**config.mk**
```make
export PLATFORM = sky130hd
export DESIGN_NAME = pipe_frame_skid
export DESIGN_NICKNAME = d
export VERILOG_FILES = /design/src/rtl/pipe_frame_pkg.sv /design/src/rtl/pipe_frame_patch_merge.sv /design/src/rtl/pipe_frame_skid.sv
export SDC_FILE = /design/constraint.sdc
export NUM_CORES = 2
export LEC_CHECK = 0
export BUFFER_PORTS_ARGS = -buffer_cell sky130_fd_sc_hd__buf_2
export CELL_PAD_IN_SITES_DETAIL_PLACEMENT = 0
export CELL_PAD_IN_SITES_GLOBAL_PLACEMENT = 1
export CORE_AREA = 2 2 308 310
export DETAILED_ROUTE_END_ITERATION = 8
export DIE_AREA = 0 0 310 312
export GPL_TIMING_DRIVEN = 0
export PLACE_DENSITY_LB_ADDON = 0.1
export SETUP_SLACK_MARGIN = 0.3
export SLEW_MARGIN = 5
export SYNTH_ARGS = -nofsm -noshare
export SYNTH_HDL_FRONTEND = slang
export SYNTH_SLANG_ARGS = --single-unit
export TNS_END_PERCENT = 5
```
**constraint.sdc**
```tcl
create_clock -name clk -period 47.6 [get_ports clk]
set_input_delay 14.28 -clock clk [delete_from_list [all_inputs] [get_ports clk]]
set_output_delay 14.28 -clock clk [all_outputs]
set_load 0.02 [all_outputs]
```
**src/rtl/pipe_frame_pkg.sv**
```systemverilog
// Shared definitions for the pipeline frame skid buffer: state encoding and field slicing.
// FIELD_WIDTH defaults to `DATA_WIDTH from the global header, falling back to 32 when no header sets it.
`ifndef DATA_WIDTH
`define DATA_WIDTH 32
`endif

package pipe_frame_pkg;

  localparam int PF_DEFAULT_FIELD_W = `DATA_WIDTH;

  typedef enum logic [1:0] {
    PF_EMPTY = 2'd0,
    PF_FULL  = 2'd1,
    PF_SKID  = 2'd2
  } pf_state_t;

  // Low bit of field k in a frame built from w-bit fields.
  function automatic int field(input int k, input int w);
    return k * w;
  endfunction

endpackage

```
**src/rtl/pipe_frame_patch_merge.sv**
```systemverilog
// Combinational per-field merge: for each field k, take the patch value when i_we[k] is set, else keep the head.
// Zero latency. It has no handshake, so backpressure does not apply.
module pipe_frame_patch_merge
  import pipe_frame_pkg::*;
#(
  parameter int FIELD_WIDTH = PF_DEFAULT_FIELD_W,
  parameter int NUM_FIELDS  = 8
) (
  input  logic [NUM_FIELDS*FIELD_WIDTH-1:0] i_head,
  input  logic [NUM_FIELDS*FIELD_WIDTH-1:0] i_patch,
  input  logic [NUM_FIELDS-1:0]             i_we,
  output logic [NUM_FIELDS*FIELD_WIDTH-1:0] o_dat
);

  for (genvar k = 0; k < NUM_FIELDS; k++) begin : g_field
    assign o_dat[field(k, FIELD_WIDTH) +: FIELD_WIDTH] =
      i_we[k] ? i_patch[field(k, FIELD_WIDTH) +: FIELD_WIDTH]
              : i_head[field(k, FIELD_WIDTH) +: FIELD_WIDTH];
  end

endmodule

```
**src/rtl/pipe_frame_skid.sv**
```systemverilog
// Two-entry skid buffer with a registered in_ready. Latency is 1 cycle, and the head can be flushed and patched.
// Backpressure: in_ready drops when both entries are held. Define PIPE_FRAME_STALL_CNT_EN to add the stall_count output.
module pipe_frame_skid
  import pipe_frame_pkg::*;
#(
  parameter int FIELD_WIDTH     = PF_DEFAULT_FIELD_W,
  parameter int NUM_FIELDS      = 8,
  parameter int STALL_CNT_WIDTH = 16,
  localparam int FRAME_W        = NUM_FIELDS * FIELD_WIDTH
) (
  input  logic                  clk,
  input  logic                  reset,
  input  logic                  flush,
  input  logic                  in_valid,
  output logic                  in_ready,
  input  logic [FRAME_W-1:0]    in_data,
  input  logic [NUM_FIELDS-1:0] patch_we,
  input  logic [FRAME_W-1:0]    patch_data,
  output logic                  out_valid,
  input  logic                  out_ready,
  output logic [FRAME_W-1:0]    out_data
`ifdef PIPE_FRAME_STALL_CNT_EN
  ,
  output logic [STALL_CNT_WIDTH-1:0] stall_count
`endif
);

  pf_state_t          r_state;
  logic [FRAME_W-1:0] r_head;
  logic [FRAME_W-1:0] r_skid;
  logic               r_in_ready;

  pf_state_t          w_next_state;
  logic [FRAME_W-1:0] w_next_head;
  logic [FRAME_W-1:0] w_next_skid;
  logic [FRAME_W-1:0] w_patched;
  logic               w_push;
  logic               w_pop;
  logic               w_out_valid;

  assign w_out_valid = (r_state != PF_EMPTY);
  assign w_push      = in_valid & r_in_ready;
  assign w_pop       = w_out_valid & out_ready;

  assign in_ready  = r_in_ready;
  assign out_valid = w_out_valid;
  assign out_data  = r_head;

  pipe_frame_patch_merge #(
    .FIELD_WIDTH(FIELD_WIDTH),
    .NUM_FIELDS (NUM_FIELDS)
  ) u_merge (
    .i_head (r_head),
    .i_patch(patch_data),
    .i_we   (patch_we),
    .o_dat  (w_patched)
  );

  always_comb begin
    w_next_state = r_state;
    w_next_skid  = r_skid;
    // A held head that is not leaving this cycle picks up any requested patches.
    w_next_head  = (w_out_valid && !w_pop) ? w_patched : r_head;
    if (flush) begin
      w_next_state = PF_EMPTY;
      w_next_head  = '0;
      w_next_skid  = '0;
    end else begin
      case (r_state)
        PF_EMPTY: begin
          if (w_push) begin
            w_next_state = PF_FULL;
            w_next_head  = in_data;
          end
        end
        PF_FULL: begin
          if (w_push && w_pop) begin
            w_next_head = in_data;
          end else if (w_push) begin
            w_next_state = PF_SKID;
            w_next_skid  = in_data;
          end else if (w_pop) begin
            w_next_state = PF_EMPTY;
          end
        end
        PF_SKID: begin
          if (w_pop) begin
            w_next_state = PF_FULL;
            w_next_head  = r_skid;
          end
        end
        default: w_next_state = PF_EMPTY;
      endcase
    end
  end

  always_ff @(posedge clk or posedge reset) begin
    if (reset) begin
      r_state    <= PF_EMPTY;
      r_head     <= '0;
      r_skid     <= '0;
      r_in_ready <= 1'b1;
    end else begin
      r_state    <= w_next_state;
      r_head     <= w_next_head;
      r_skid     <= w_next_skid;
      r_in_ready <= (w_next_state != PF_SKID);
    end
  end

`ifdef PIPE_FRAME_STALL_CNT_EN
  logic [STALL_CNT_WIDTH-1:0] r_stall_cnt;

  always_ff @(posedge clk or posedge reset) begin
    if (reset) begin
      r_stall_cnt <= '0;
    end else if (w_out_valid && !out_ready && !flush &&
                 (r_stall_cnt != {STALL_CNT_WIDTH{1'b1}})) begin
      r_stall_cnt <= r_stall_cnt + {{(STALL_CNT_WIDTH-1){1'b0}}, 1'b1};
    end
  end

  assign stall_count = r_stall_cnt;
`endif

endmodule

```
==> metrics.cfg <==
[yosys]
syn_area_per_cell_um2=9.48
synth_top_family_by_area=compound AO/OA/AOI/OAI gates
synth_area_leaders=dfrtp_1, mux2i_1, a22o_1
synth_edf_count=0
synth.net_count=4008
async_flop_share_pct=100
synth_flop_cell=dfrtp_1
yosysWarnings=0
synth_xor_xnor_area_share_pct=0
synth_compound_area_share_pct=27.3
syn_inst=3483
yosysMostFrequentCell=dfrtp_1
synth_cell_types=41
synth_area_um2=33000
synth-adder-area-share_pct=0
ys_seq_area_share_pct=39.0
synthMuxAreaShare_pct=18.0
synthSimpleGateAreaFrac_pct=10.3
post-synth-top-area-fraction_pct=39.0
synth_seq_cells=515
yosys-top-cells-count=dfrtp_1, nand2_1, nor2_1
yosysTopAreaCell=dfrtp_1

[clocking]
clkLatencyLatePin_ns=0.62
cts_root_buf=clkbuf_16
cts_buffers=67
h-tree-depth=3
cts_tree=built
post_cts.repair.setup_buffers=0
cts.reportedPaths.clkPinSlew_ns=0.06
ctsResizeCount=0
hold_buffers=0
cts_buffer_depth=3
numClockSinks=515

[critical_path]
reg2reg_setup_slack_ns=44.47
max_stage_delay_ns=1.01
cp_max_fo=10
crit_type=in2reg
arrival_ns=17.16
startpoint_type=input pin
cpMostUsedCell=clkbuf_1
r2r-start=r_state[0]
cp_data_required_time_ns=48.05
crit_chain=clkbuf_1 > clkbuf_1 > clkbuf_1 > clkbuf_1 > a311oi_1
slowest_stage=clkbuf_1
end_kind=flop
crit_start=flush

[cells_and_area]
final_cell_count_no_fill=5680
fillers=9517
layout-drive-gt1-share_pct=28.7
layout.nets=4857
area_growth_pct=23.9
utilization_pct=44.0
design_area_um2=40900

[floorplanning]
core_area_um2=93000
die_w_um=310
die_y_um=312
start_util_pct=35.5
row_count=112
fp.dieArea_um2=96700
io_pins=783

[drt]
viasPerCell=5.90
remaining_drc_errors=0
drt_first_pass_iters=6
vias=33500
drtIter0Drc=3261
wl_per_cell_um=27.9
wirelength_um=159000
ant_nets=0

[place]
dp_hpwl_um=113000
placed_cells=5517
place_congestion=0.889
place_area_um2=38600
portBuffers=775

[pwr]
static-leakage-power_nw=19.4
p_per_area_nw_per_um2=32.6
vdd_drop_max_v=0.0000193

[grt]
global_route.usage.met1_pct=41.7
grt_use_met2_pct=49.5
grt_antenna_before_repair=87
top_usage_layer=met2
grt_usage_pct=31.6
overflow=0
grt_pass1_wl_um=230000
grt_max_degree=113
met3_usage_pct=7.72
grt_pass1_vias=32700

[sta]
tns_ns=0
period_share_pct=35.1
slew_headroom_pct=11.4
rsz0062_at_grt=no
max_slew.worst_pin.slew_ns=1.33
finalSetupViolCount=0
skew_ns=0.0253
drv_slew=0
hold_viol_final=0
fin_crit_ns=16.72
max_freq_mhz=59.8
whs_ns=0.504

[flow_run]
cap_violations=0

[min_path]
hp-class=reg2reg
min_from=r_skid[56]

[outcome]
status=finished clean

## cell families after synthesis
kind of cell           after synthesis
AO/OA/AOI/OAI                     1163
AND/OR/NAND/NOR                    869
buffers and inverters              387
flip-flops                         515
multiplexers                       549
## critical path, delay by kind of cell
family	cells	cell delay [ns]
AO/OA/AOI/OAI	1	0.13
buffers and inverters	4	2.72
## layout make-up
type                            instances  area, µm²  share of cell area, %
Multi-Input combinational cell       2581      18400                   44.8
Sequential cell                       515      12900                   31.5
Timing Repair Buffer                  780       4020                   9.82
Clock buffer                           99       2020                   4.94
Buffer                                382       1760                   4.31
Tap cell                             1254       1570                   3.83
Clock inverter                         16        164                  0.401
Antenna cell                           48        120                  0.294
Inverter                                5       26.3                 0.0642
## layer usage
layer / wire length [µm] / vias to the layer above
li1: - / 14900
met1: 66200 / 16800
met2: 72800 / 1393
met3: 12500 / 323
met4: 6630 / 58
met5: 368 / -
## cells in the final DEF (no fill, tap or decap), types with 55 or more instances in the layout
| cell | Yosys | layout |
|---|---|---|
| nor2_1 | 328 | 328 |
| mux2_2 | 163 | 163 |
| clkbuf_1 | 200 | 214 |
| a311oi_1 | 108 | 108 |
| nand2_1 | 501 | 501 |
| a221oi_1 | 147 | 147 |
| mux2_1 | 55 | 55 |
| mux2i_1 | 294 | 294 |
| o21ai_0 | 149 | 149 |
| dfrtp_1 | 514 | 514 |
| a21oi_1 | 109 | 109 |
| clkbuf_16 | 0 | 71 |
| o21bai_1 | 147 | 147 |
| o221ai_1 | 217 | 217 |
| a22o_1 | 256 | 256 |
| buf_2 | 130 | 905 |
## worst paths after layout
kind                       cells past startpoint       endpoint
max                                            5  out_data[219]
min                                            1     r_skid[56]
max reg2reg                                    6    r_skid[173]
min reg2reg                                    1     r_skid[56]
max in group asynchronous                      5  out_data[162]
min in group asynchronous                      2   out_data[19]
## flip-flops by register name (all words and copies together), names as in the netlist
register / cells
out_data: 256
r_skid: 256
r_state: 2
in_ready: 1
## power by group
part / internal, W / total [W] / switching (W)
sequential: 0.000464 / 0.000493 / 0.0000289
combinational: 0.000115 / 0.000316 / 0.000202
clock: 0.000309 / 0.000524 / 0.000214
total: 0.000888 / 0.00133 / 0.000445
## stage by stage
step	setup slack, ns	power [W]
finish	30.88	0.00133
global placement	10.73	0.000813
detailed placement	30.31	0.000813
CTS	30.99	0.00134
floorplan	18.94	0.000681
global route	30.85	0.00138
(Power assumes the default switching activity.)
